===== src/rtl/inst_encoder_if.sv =====
// Request/beat bundle for inst_encoder: decoded fields in, packed RV32I words out.
// The slave modport is the encoder side; the master modport is the producer/consumer side.
interface inst_encoder_if #(
    parameter int unsigned COUNT_W = 16
) ();
    logic               in_valid;
    logic               in_ready;
    logic [2:0]         in_sel;
    logic [6:0]         in_opcode;
    logic [4:0]         in_rd;
    logic [4:0]         in_rs1;
    logic [4:0]         in_rs2;
    logic [2:0]         in_funct3;
    logic [6:0]         in_funct7;
    logic [31:0]        in_imm;
    logic               out_valid;
    logic               out_ready;
    logic [31:0]        out_inst;
    logic               out_err;
    logic               out_last;
    logic [COUNT_W-1:0] beat_count;

    modport slave (
        input  in_valid, in_sel, in_opcode, in_rd, in_rs1, in_rs2, in_funct3, in_funct7,
        input  in_imm, out_ready,
        output in_ready, out_valid, out_inst, out_err, out_last, beat_count
    );

    modport master (
        output in_valid, in_sel, in_opcode, in_rd, in_rs1, in_rs2, in_funct3, in_funct7,
        output in_imm, out_ready,
        input  in_ready, out_valid, out_inst, out_err, out_last, beat_count
    );
endinterface


===== src/rtl/inst_encoder.sv =====
// RV32I instruction encoder: packs decoded fields into 32-bit words, range-checks
// immediates and expands the li pseudo-instruction into ADDI or LUI+ADDI beats.
module inst_encoder #(
    parameter int unsigned COUNT_W = 16
) (
    input  logic          clk,
    input  logic          rst,
    inst_encoder_if.slave bus
);

    typedef enum logic [1:0] {StIdle, StHold, StLiHi} state_e;

    localparam logic [6:0] OpOpImm = 7'b0010011;
    localparam logic [6:0] OpLui   = 7'b0110111;

    state_e             state_q, state_d;
    logic [31:0]        inst_q, inst_d;
    logic [31:0]        pend_q, pend_d;
    logic               err_q, err_d;
    logic               last_q, last_d;
    logic [COUNT_W-1:0] beat_count_q, beat_count_d;

    logic [31:0] imm;
    logic [6:0]  op;
    logic [4:0]  rd, rs1, rs2;
    logic [2:0]  f3;
    logic [6:0]  f7;

    assign imm = bus.in_imm;
    assign op  = bus.in_opcode;
    assign rd  = bus.in_rd;
    assign rs1 = bus.in_rs1;
    assign rs2 = bus.in_rs2;
    assign f3  = bus.in_funct3;
    assign f7  = bus.in_funct7;

    // Sign-extension checks: upper bits must all match the top kept bit.
    logic        fits12, fits13, fits21;
    logic [19:0] li_hi;

    assign fits12 = (&imm[31:11]) | ~(|imm[31:11]);
    assign fits13 = (&imm[31:12]) | ~(|imm[31:12]);
    assign fits21 = (&imm[31:20]) | ~(|imm[31:20]);
    // Round up so the sign-extended ADDI low part lands on the requested value.
    assign li_hi  = imm[31:12] + {19'd0, imm[11]};

    logic [31:0] enc_inst;
    logic [31:0] enc_pend;
    logic        enc_err;
    logic        enc_two;

    always_comb begin
        enc_inst = '0;
        enc_pend = '0;
        enc_err  = 1'b0;
        enc_two  = 1'b0;
        unique case (bus.in_sel)
            3'b000: begin
                enc_inst = {imm[11:0], rs1, f3, rd, op};
                enc_err  = ~fits12;
            end
            3'b001: begin
                enc_inst = {imm[11:5], rs2, rs1, f3, imm[4:0], op};
                enc_err  = ~fits12;
            end
            3'b010: begin
                enc_inst = {imm[12], imm[10:5], rs2, rs1, f3, imm[4:1], imm[11], op};
                enc_err  = ~fits13 | imm[0];
            end
            3'b011: begin
                enc_inst = {imm[31:12], rd, op};
                enc_err  = |imm[11:0];
            end
            3'b100: begin
                enc_inst = {imm[20], imm[10:1], imm[11], imm[19:12], rd, op};
                enc_err  = ~fits21 | imm[0];
            end
            3'b101: begin
                if (fits12) begin
                    enc_inst = {imm[11:0], 5'd0, 3'b000, rd, OpOpImm};
                end else begin
                    enc_inst = {li_hi, rd, OpLui};
                    enc_pend = {imm[11:0], rd, 3'b000, rd, OpOpImm};
                    enc_two  = 1'b1;
                end
            end
            3'b110: begin
                enc_inst = {f7, rs2, rs1, f3, rd, op};
            end
            3'b111: begin
                enc_inst = 32'hDEADBEEF;
                enc_err  = 1'b1;
            end
        endcase
    end

    logic in_ready;
    logic out_valid;
    logic accept;
    logic consume;

    always_comb begin
        in_ready = 1'b0;
        case (state_q)
            StIdle:  in_ready = 1'b1;
            StHold:  in_ready = bus.out_ready;
            default: in_ready = 1'b0;
        endcase
    end

    assign out_valid = (state_q != StIdle);
    assign accept    = bus.in_valid & in_ready;
    assign consume   = out_valid & bus.out_ready;

    always_comb begin
        state_d      = state_q;
        inst_d       = inst_q;
        pend_d       = pend_q;
        err_d        = err_q;
        last_d       = last_q;
        beat_count_d = beat_count_q + COUNT_W'(consume);
        case (state_q)
            StIdle, StHold: begin
                if (consume) begin
                    state_d = StIdle;
                end
                if (accept) begin
                    state_d = enc_two ? StLiHi : StHold;
                    inst_d  = enc_inst;
                    pend_d  = enc_pend;
                    err_d   = enc_err;
                    last_d  = ~enc_two;
                end
            end
            StLiHi: begin
                if (consume) begin
                    state_d = StHold;
                    inst_d  = pend_q;
                    err_d   = 1'b0;
                    last_d  = 1'b1;
                end
            end
            default: state_d = StIdle;
        endcase
    end

    always_ff @(posedge clk or posedge rst) begin
        if (rst) begin
            state_q      <= StIdle;
            inst_q       <= '0;
            pend_q       <= '0;
            err_q        <= 1'b0;
            last_q       <= 1'b0;
            beat_count_q <= '0;
        end else begin
            state_q      <= state_d;
            inst_q       <= inst_d;
            pend_q       <= pend_d;
            err_q        <= err_d;
            last_q       <= last_d;
            beat_count_q <= beat_count_d;
        end
    end

    assign bus.in_ready   = in_ready;
    assign bus.out_valid  = out_valid;
    assign bus.out_inst   = inst_q;
    assign bus.out_err    = err_q;
    assign bus.out_last   = last_q;
    assign bus.beat_count = beat_count_q;

endmodule


===== src/flat_wrapper.sv =====
// flat-port wrapper written by rule: the top's interface ports become plain ports
module inst_encoder_flat 
#(
    parameter int unsigned COUNT_W = 16
)
  (clk, rst, bus_in_valid, bus_in_sel, bus_in_opcode, bus_in_rd, bus_in_rs1, bus_in_rs2, bus_in_funct3, bus_in_funct7, bus_in_imm, bus_out_ready, bus_in_ready, bus_out_valid, bus_out_inst, bus_out_err, bus_out_last, bus_beat_count);
  inst_encoder_if #(.COUNT_W(COUNT_W)) bus_i ();
  input  logic clk;
  input  logic rst;
  input wire logic [$bits(bus_i.in_valid)-1:0] bus_in_valid;
  input wire logic [$bits(bus_i.in_sel)-1:0] bus_in_sel;
  input wire logic [$bits(bus_i.in_opcode)-1:0] bus_in_opcode;
  input wire logic [$bits(bus_i.in_rd)-1:0] bus_in_rd;
  input wire logic [$bits(bus_i.in_rs1)-1:0] bus_in_rs1;
  input wire logic [$bits(bus_i.in_rs2)-1:0] bus_in_rs2;
  input wire logic [$bits(bus_i.in_funct3)-1:0] bus_in_funct3;
  input wire logic [$bits(bus_i.in_funct7)-1:0] bus_in_funct7;
  input wire logic [$bits(bus_i.in_imm)-1:0] bus_in_imm;
  input wire logic [$bits(bus_i.out_ready)-1:0] bus_out_ready;
  output wire logic [$bits(bus_i.in_ready)-1:0] bus_in_ready;
  output wire logic [$bits(bus_i.out_valid)-1:0] bus_out_valid;
  output wire logic [$bits(bus_i.out_inst)-1:0] bus_out_inst;
  output wire logic [$bits(bus_i.out_err)-1:0] bus_out_err;
  output wire logic [$bits(bus_i.out_last)-1:0] bus_out_last;
  output wire logic [$bits(bus_i.beat_count)-1:0] bus_beat_count;
  assign bus_i.in_valid = bus_in_valid;
  assign bus_i.in_sel = bus_in_sel;
  assign bus_i.in_opcode = bus_in_opcode;
  assign bus_i.in_rd = bus_in_rd;
  assign bus_i.in_rs1 = bus_in_rs1;
  assign bus_i.in_rs2 = bus_in_rs2;
  assign bus_i.in_funct3 = bus_in_funct3;
  assign bus_i.in_funct7 = bus_in_funct7;
  assign bus_i.in_imm = bus_in_imm;
  assign bus_i.out_ready = bus_out_ready;
  assign bus_in_ready = bus_i.in_ready;
  assign bus_out_valid = bus_i.out_valid;
  assign bus_out_inst = bus_i.out_inst;
  assign bus_out_err = bus_i.out_err;
  assign bus_out_last = bus_i.out_last;
  assign bus_beat_count = bus_i.beat_count;
  inst_encoder #(.COUNT_W(COUNT_W)) u_core (.clk(clk), .rst(rst), .bus(bus_i));
endmodule

===== config.mk =====
export PLATFORM = sky130hd
export DESIGN_NAME = inst_encoder_flat
export DESIGN_NICKNAME = d
export VERILOG_FILES = /design/src/rtl/inst_encoder_if.sv /design/src/rtl/inst_encoder.sv /design/src/flat_wrapper.sv
export SDC_FILE = /design/constraint.sdc
export NUM_CORES = 1
export LEC_CHECK = 0
export ABC_AREA = 1
export BUFFER_PORTS_ARGS = -buffer_cell sky130_fd_sc_hd__buf_2
export CAP_MARGIN = 20
export CELL_PAD_IN_SITES_DETAIL_PLACEMENT = 0
export CELL_PAD_IN_SITES_GLOBAL_PLACEMENT = 1
export CORE_MARGIN = 2
export CORE_UTILIZATION = 40
export CTS_CLUSTER_DIAMETER = 30
export DETAILED_ROUTE_END_ITERATION = 12
export PLACE_DENSITY_LB_ADDON = 0.1
export SYNTH_ARGS = -nofsm -noshare
export SYNTH_HDL_FRONTEND = slang
export SYNTH_SLANG_ARGS = --single-unit

===== constraint.sdc =====
create_clock -name clk -period 5.31 [get_ports clk]
set_input_delay 0.531 -clock clk [delete_from_list [all_inputs] [get_ports clk]]
set_output_delay 0.531 -clock clk [all_outputs]
set_load 0.02 [all_outputs]

---- Word-level counts from Yosys, hierarchy flattened ----
Index checks and enable logic that the tools add are counted.
Widths: inputs -> output; s select.
operators by class
  $add $sub $neg .......................... 2
  equality and inequality tests ........... 12
  mux-type cells .......................... 22
  bitwise gates (word level) .............. 14
  reductions and logical operators ........ 16
operator list
  kind                count
  $pmux 32 s8         1
  $mux 32             5
  $pmux 32 s2         1
  $reduce_or 12->1    2
  $reduce_and 21->1   1
  $reduce_or 21->1    1
  $add 20x1->20       1
  $reduce_and 20->1   1
  $reduce_or 20->1    1
  $add 16x1->16       1
  $eq 3x3->1 const B  4
  $reduce_and 12->1   1
  $mux 2              4
  $not 1->1           7
  $eq 3x2->1 const B  2
  $mux 1              6
  $pmux 1 s2          3
  $or 1x1->1          5
  $pmux 1 s5          1
  $ne 2x1->1 const B  2
  $pmux 2 s2          1
  $reduce_and 2->1    2
  $reduce_bool 2->1   2
  $reduce_or 2->1     2
  8 further kinds     9
word-level totals
  flip-flop bits (word level) ............. 84
  bits of input ports ..................... 71
  output and inout port bits .............. 52
  logic and storage cells ................. 72

---- Logic depth before layout (Yosys ltp) ----
Gate-level depths: netlist of run 1.
  depth in word-level cells ............... 8
  depth in mapped cells ................... 15
  depth with buffers taken out ............ 15

---- Least setup slack after synthesis of run 1 ----
OpenSTA, ideal clock, no wires.
  kind .................................... in2reg
  from .................................... input port bus_out_ready
  to ...................................... register u_core.beat_count_q[14], in the netlist u_core.bus.beat_count[14]
  setup time .............................. 129 ps
  arrival ................................. 1967 ps
  required time ........................... 5181 ps
  slack ................................... 3213 ps
  stages on the path ...................... 10
  buffers on the path ..................... 0
  path through ............................ inv_1 > nor2_1 > ha_1 > ha_1 > nand3_1 > nor3b_2 > nand3_1 > nor3b_2 > nand4_1 > xnor2_1
between the ends
  longest elaborated chain between the ends .. 2
ends and longest elaborated chain
  element                      RTL line             source
  start, declared              flat_wrapper.sv:19   input wire logic [$bits(bus_i.out_ready)-1:0] bus_out_ready;
  $and 1x1->1                  inst_encoder.sv:113  assign consume = out_valid & bus.out_ready;
  $add 16x1->16                inst_encoder.sv:121  beat_count_d = beat_count_q + COUNT_W'(consume);
  net u_core.beat_count_d[14]  inst_encoder.sv:21   logic [COUNT_W-1:0] beat_count_q, beat_count_d;
  end signal, assigned         inst_encoder.sv:161  beat_count_q <= beat_count_d;
  end, declared                inst_encoder.sv:21
The timed path passes the listed nets, and every way through them passes these cells.
A chain may end at the register's enable or synchronous reset.

---- Worst setup path after layout of run 1 ----
  from .................................... register u_core.state_q[0]
  to ...................................... register u_core.inst_q[31], in the netlist u_core.bus.out_inst[31]
between the ends
  longest elaborated chain between the ends .. 5
ends and longest elaborated chain
  element                                               RTL line                                  source
  start, declared                                       inst_encoder.sv:16                        state_e state_q, state_d;
  start signal, assigned                                inst_encoder.sv:149                       state_q <= StIdle;
  start signal, assigned                                inst_encoder.sv:156                       state_q <= state_d;
  $eq 2x1->1 / $logic_not 2->1 (equally long branches)  inst_encoder.sv:104, inst_encoder.sv:122
  $pmux 1 s2                                            inst_encoder.sv:104                       case (state_q)
  $and 1x1->1                                           inst_encoder.sv:112                       assign accept = bus.in_valid & in_ready;
  $ne 2x1->1 (no line)                                  n/a
  $reduce_and 3->1 (no line)                            n/a
  end signal, assigned                                  inst_encoder.sv:157                       inst_q <= inst_d;
  end, declared                                         inst_encoder.sv:17                        logic [31:0] inst_q, inst_d;
Parallel ways exist; a longest one is shown, timed or not.

==> flow_summary.ini, run 1 <==
[detailed_routing]
wl_per_cell_um = 16.5
drc = 0
drt-initial-drc-count = 312
postRouteAntennaNets = 0
vias = 4960
drtPass1Iterations = 6
wl_um = 15600
routed_via_density = 5.26

[place]
io_buffers = 122
dp_hpwl_um = 12200
dp.cells = 927
routabilityCongestion = 0.950

[yosys]
syn_inst = 682
ys_types = 46
seq_area_frac_synth_pct = 37.2
synth_area_leaders = dfrtp_1, nand2_1, inv_1
synth_top_cell_area_share_pct = 37.2
synth_most_common_cell = nand2_1
syn_nets = 758
synth_edf_count = 0
ys_top_cells_by_count = nand2_1, inv_1, dfrtp_1
yosysWarnings = 0
synth_area_per_cell_um2 = 6.90
ys_seq_elements = 70
synth_area_mm2 = 0.00470
synth_top_cell_by_area = dfrtp_1
synth_ff_type = dfrtp_1
async_flop_share_pct = 100

[critical_path]
startpoint = u_core.state_q[0]
crit_path_start_kind = flip-flop
worstSetupPathType = reg2reg
required_ps = 5520
worst-path-max-fanout = 36
r2r-start = u_core.state_q[0]
critPathArrivalTime_ps = 3440
end_kind = flip-flop

[power_and_ir_drop]
vdd_drop_max_uv = 272
p_clk_share_pct = 33.3
power_switching_uw = 642
p_leak_nw = 3.05
intPower_mw = 1.18
seqPwrFrac_pct = 37.7
power_frac_comb_pct = 29.0
p_per_area_mw_per_mm2 = 321
p_total_mw = 1.82
swShare_pct = 35.3

[die]
core-area_mm2 = 0.0115
dieHeight_um = 112
design.die.area_mm2 = 0.0126
fp.dieW_um = 112
io_pins = 123
start_util_pct = 41.0
rows = 39

[cts]
cts_root_buf = clkbuf_16
cts_setup_buffers = 0
cts_resized = 0
worst_skew_pair.late_latency_ps = 330
path_clk_slew_ps = 60
clockBufferDepth = 2
cts_hold_buf = 0
cts.sinks = 70
numCtsBuffers = 9
htreeDepth = 3
tritoncts = done

[sta]
skew_ps = 6.52
tightest_slew_ps = 922
fin_crit_ps = 3220
slew_violations = 0
min_period_over_period_pct = 60.7
rsz0062_at_grt = no
hold_viol_final = 0
slew_headroom_pct = 38.4
hold_slack_ps = 446
setup-tns-final_ps = 0
fmax_mhz = 310
setup_viol_count_final = 0

[layout]
multi_input_area_mm2 = 0.00248
antennaDiodeCount = 0
n_fill_cell = 1204
area_delta_synth_final_pct = 20.5
layout.nets = 871
seq_area_mm2 = 0.00175
fin_cells = 943
layout-drive-gt1-share_pct = 20.6

[global_routing]
grt_pass1_wl_um = 24800
grt_pass1_vias = 4852
grt.total_usage_pct = 24.9
grt_max_degree = 71
grt.overflow.total = 0
antenna_found_initial = 0

[min_path]
hp-class = in2async

[status]
outcome = finished clean

[flow_run]
drv_cap = 0
==> worst max-delay path, stage by stage (launching register included) <==
cell and delay (ps):
dfrtp_1 390, inv_1 70, nand2_1 560, inv_1 550, a21oi_4 870, inv_2 340, o21ai_0 230, nand2_1 70
==> per-stage QoR <==
| stage | cell area [um^2] | util, % | worst slack [ps] |
|---|---|---|---|
| 2_1_floorplan | 4700 | - | 3010 |
| 3_3_place_gp | 5370 | 46.8 | 2140 |
| 3_5_place_dp | 5370 | 46.8 | 2020 |
| 4_1_cts | 5670 | 49.4 | 2010 |
| 5_1_grt | 5670 | 49.4 | 1630 |
| 6_report | 5670 | 49.4 | 2090 |
==> final cells by class <==
cell class	instances	share of cell area (%)
inverters	91	6.02
clock buffers	11	4.28
repair buffers	123	10.9
multi-input cells	500	43.7
well taps	143	3.16
clock inverters	5	1.02
flip-flops and latches	70	30.9
==> flip-flops by register name, indices dropped and copies added, names as in the netlist <==
register               count
u_core.bus.beat_count     16
u_core.bus.out_err         1
u_core.state_q             2
u_core.pend_q             18
u_core.bus.out_last        1
u_core.bus.out_inst       32
==> cells by family (layout without fill, tap and decap cells) <==
family / after synthesis / in the layout / share of synthesized area (%)
buffers and inverters: 112 / 230 / 10.1
flip-flops: 70 / 70 / 37.2
AO/OA/AOI/OAI: 130 / 130 / 16.1
adder cells (fa/ha/maj): 5 / 5 / 1.33
AND/OR/NAND/NOR: 343 / 343 / 31.1
XOR/XNOR: 22 / 22 / 4.10
==> routing by layer <==
| metal | global-route usage, % | wire [um] | part of all wire [%] |
|---|---|---|---|
| met3 | 3.40 | 808 | 5.2 |
| met4 | 9.35 | 399 | 2.6 |
| met2 | 42.3 | 7750 | 50 |
| met1 | 32.4 | 6640 | 43 |
| met5 | 0 | 0 | 0 |
==> layout by cell type, fill, tap and decap left out, types with 2 or more instances in the layout <==
cell type,count
nand3_2,3
o21ai_1,5
a21oi_1,44
nor3b_2,2
nor2_2,6
nand2_1,194
nor4_1,3
nor3_2,2
xnor2_1,3
nand2_2,4
and2_1,2
inv_1,84
nand3_1,42
clkbuf_16,9
inv_2,6
o211ai_1,7
a221oi_1,2
a211oi_1,2
xor2_1,19
clkinv_2,2
nand4_1,9
buf_2,122
dfrtp_1,70
nor3_1,6
o21a_1,2
o221ai_1,7
o21ai_0,45
nor2_1,67
o22ai_1,7
ha_1,5
==> final timing paths <==
path,slack [ps],cells after the start,end
worst max register to register,2090,7,u_core.bus.out_inst[31]
worst min-delay path,450,3,u_core.bus.beat_count[13]
worst max-delay path,2090,7,u_core.bus.out_inst[31]
min in group clk,460,3,u_core.bus.out_inst[1]
max in group asynchronous,4260,3,u_core.bus.beat_count[3]
worst min register to register,460,1,u_core.bus.beat_count[15]
==> power groups by stage <==
stage                     logic (mW)  registers [mW]  clock network (mW)
final                          0.526           0.686               0.606
after global routing           0.580           0.699               0.636
after CTS                      0.530           0.687               0.613
after detailed placement       0.528           0.696                   0
after global placement         0.523           0.692                   0
after floorplan                0.230           0.795                   0
No activity file was read; power rests on OpenSTA's default activity.
==> run 2, diff against run 1 <==
--- a/config.mk
+++ b/config.mk
@@ -5,13 +5,13 @@
 export SDC_FILE = /design/constraint.sdc
 export NUM_CORES = 1
 export LEC_CHECK = 0
-export ABC_AREA = 1
+export ABC_AREA = 0
 export BUFFER_PORTS_ARGS = -buffer_cell sky130_fd_sc_hd__buf_2
 export CAP_MARGIN = 20
 export CELL_PAD_IN_SITES_DETAIL_PLACEMENT = 0
 export CELL_PAD_IN_SITES_GLOBAL_PLACEMENT = 1
 export CORE_MARGIN = 2
-export CORE_UTILIZATION = 40
+export CORE_UTILIZATION = 39
 export CTS_CLUSTER_DIAMETER = 30
 export DETAILED_ROUTE_END_ITERATION = 12
 export PLACE_DENSITY_LB_ADDON = 0.1
==> constraint.sdc (replaced) <==
create_clock -name clk -period 3 [get_ports clk]
set_input_delay 0.3 -clock clk [delete_from_list [all_inputs] [get_ports clk]]
set_output_delay 0.3 -clock clk [all_outputs]
set_load 0.02 [all_outputs]
==> run 2 against run 1 <==
  * Clock skew rose by 0.76 ps
  * Register-to-register slack got worse by 1300 ps
  * Synthesized cell count fell by 22%
  * Final cell count fell by 16%
  * Die area rose by 0.26%
  * Global-route usage rose by 2.2 points
  * Non-clock buffer count rose by 16
  * Synthesized area fell by 2.2%
  * Critical endpoint is now u_core.bus.out_inst[27]
==> flow_summary.ini, run 2 <==
[die]
start_util_pct = 40.1
fp.dieW_um = 113
rows = 39
dieHeight_um = 113
design.die.area_mm2 = 0.0127
core-area_mm2 = 0.0115
io_pins = 123

[flow_run]
drv_cap = 0

[cts]
cts.sinks = 70
worst_skew_pair.late_latency_ps = 340
cts_hold_buf = 0
cts_resized = 0
cts_setup_buffers = 0
cts_root_buf = clkbuf_16
path_clk_slew_ps = 60
tritoncts = done
clockBufferDepth = 2
htreeDepth = 3
numCtsBuffers = 9

[status]
outcome = finished clean

[global_routing]
grt_busiest_layer = met2
grt.total_usage_pct = 27.1
antenna_found_initial = 0
grt.overflow.total = 0
grt_pass1_wl_um = 26500
use_met3_pct = 4.27
grt.met2_usage_pct = 40.7
grt_max_degree = 71
use_met1_pct = 39.9
grt_pass1_vias = 4598

[yosys]
ys_top_cells_by_count = dfrtp_1, o21ai_0, nand2_1
ys_types = 63
synth_edf_count = 0
synth_top_cell_area_share_pct = 38.1
synth_ff_type = dfrtp_1
synth_most_common_cell = dfrtp_1
yosysWarnings = 0
seq_area_frac_synth_pct = 38.1
synth_area_per_cell_um2 = 8.63
synth_area_mm2 = 0.00460
synth_top_cell_by_area = dfrtp_1
ys_seq_elements = 70
synth_area_leaders = dfrtp_1, o21ai_0, a21oi_1
syn_nets = 609
syn_inst = 533
async_flop_share_pct = 100

[power_and_ir_drop]
p_per_area_mw_per_mm2 = 625
p_leak_nw = 2.52
vdd_drop_max_uv = 439

[min_path]
hold_depth = 2
hp-class = in2reg
min_to = u_core.state_q[1]
min_from = bus_out_ready

[sta]
fin_crit_ps = 2250
slew_headroom_pct = 37.6
skew_ps = 7.28
hold_viol_final = 0
min_period_over_period_pct = 75.1
fmax_mhz = 444
slew_violations = 0
setup_viol_count_final = 0
rsz0062_at_grt = no
tightest_slew_ps = 936
setup-tns-final_ps = 0

[layout]
largest_register_ffs = 32
area_delta_synth_final_pct = 23.4
antennaDiodeCount = 0
mostFrequentLayoutCells = buf_2, dfrtp_1, o21ai_0
fin_area_mm2 = 0.00567
final_common_cell = buf_2
layout.nets = 719
layout-drive-gt1-share_pct = 27.0

[critical_path]
required_ps = 3230
crit_path_start_kind = input pin
reg2reg_depth = 6
end_kind = flip-flop
r2r-start = u_core.state_q[1]
worst-path-max-fanout = 7
rrSetupSlack_ps = 790
worstSetupPathType = in2reg
timing.rr.end = u_core.bus.out_inst[21]
critPathArrivalTime_ps = 2480

[detailed_routing]
drtPass1Iterations = 7
drt-initial-drc-count = 507
routed_via_density = 6.04
vias = 4776
wl_um = 16800
postRouteAntennaNets = 0
wl_per_cell_um = 21.3
drc = 0

[place]
io_buffers = 122
routabilityCongestion = 0.874
dp_hpwl_um = 12400
dpl_cell_area_mm2 = 0.00535
## run 2: changes by cell type in the layout (fill, tap and decap cells not counted), moves of 12 or more
cell	previous run	this run
nand2_1	194	42
inv_1	84	11
nor2_1	67	33
buf_4	1	17
a22o_1	1	16
xnor2_1	3	16
nand3_1	42	30
## run 2: how the worst max path moves through the flow
stage | start | endpoint | cells past startpoint
floorplan | rst | u_core.bus.beat_count[0] | 1
global placement | bus_in_imm[11] | u_core.bus.out_inst[27] | 7
detailed placement | bus_in_imm[11] | u_core.bus.out_inst[27] | 7
CTS | bus_in_imm[11] | u_core.bus.out_inst[27] | 7
global route | bus_in_imm[11] | u_core.bus.out_inst[27] | 7
finish | bus_in_imm[11] | u_core.bus.out_inst[27] | 7
## run 2: logic make-up (layout without fill, tap and decap cells)
| kind of cell | count (synthesis) | count (layout) | share of synthesized area (%) |
|---|---|---|---|
| adders and majority gates | 5 | 5 | 1.36 |
| buffers and inverters | 53 | 168 | 4.90 |
| xor gates and xnor gates | 31 | 31 | 5.90 |
| DFF | 70 | 70 | 38.1 |
| muxes | 10 | 10 | 2.26 |
| AOI/OAI and AO/OA | 179 | 179 | 26.6 |
| and+or+nand+nor | 185 | 185 | 20.9 |
## run 2: critical path, stage by stage
cell	delay [ps]
buf_2	180
ha_1	230
nand4_1	180
or4_1	570
o221ai_1	650
o221ai_1	210
o2bb2ai_1	160
## run 2: per-stage QoR
stage | hold WS [ps] | util (%) | power (mW) | worst slack [ps] | instances
6_report | 212 | 49.5 | 3.54 | 749 | 791
5_1_grt | 224 | 49.5 | 3.73 | 625 | 791
3_3_place_gp | 454 | 46.6 | 2.36 | 540 | 775
3_5_place_dp | 461 | 46.6 | 2.37 | 441 | 775
4_1_cts | 211 | 49.5 | 3.56 | 790 | 791
2_1_floorplan | 395 | - | 1.93 | 932 | 533
## run 2: power breakdown
group	leakage (nW)	internal (mW)	switching [mW]
Clock	0.157	0.738	0.448
Combinational	1.48	0.380	0.692
Sequential	0.881	1.14	0.151
## run 2: routing by layer
layer | share of wire [%] | wire length (um)
met3 | 8.9 | 1490
met1 | 45 | 7500
met5 | 0 | 0
met4 | 2.0 | 337
met2 | 45 | 7510
## run 2: cell type report
| cell class | count | area (um^2) |
|---|---|---|
| Fill cell | 1111 | 5790 |
| Multi-Input combinational cell | 410 | 2630 |
| Sequential cell | 70 | 1750 |
| Timing Repair Buffer | 139 | 738 |
| Clock buffer | 9 | 225 |
| Tap cell | 143 | 179 |
| Clock inverter | 7 | 103 |
| Inverter | 13 | 48.8 |
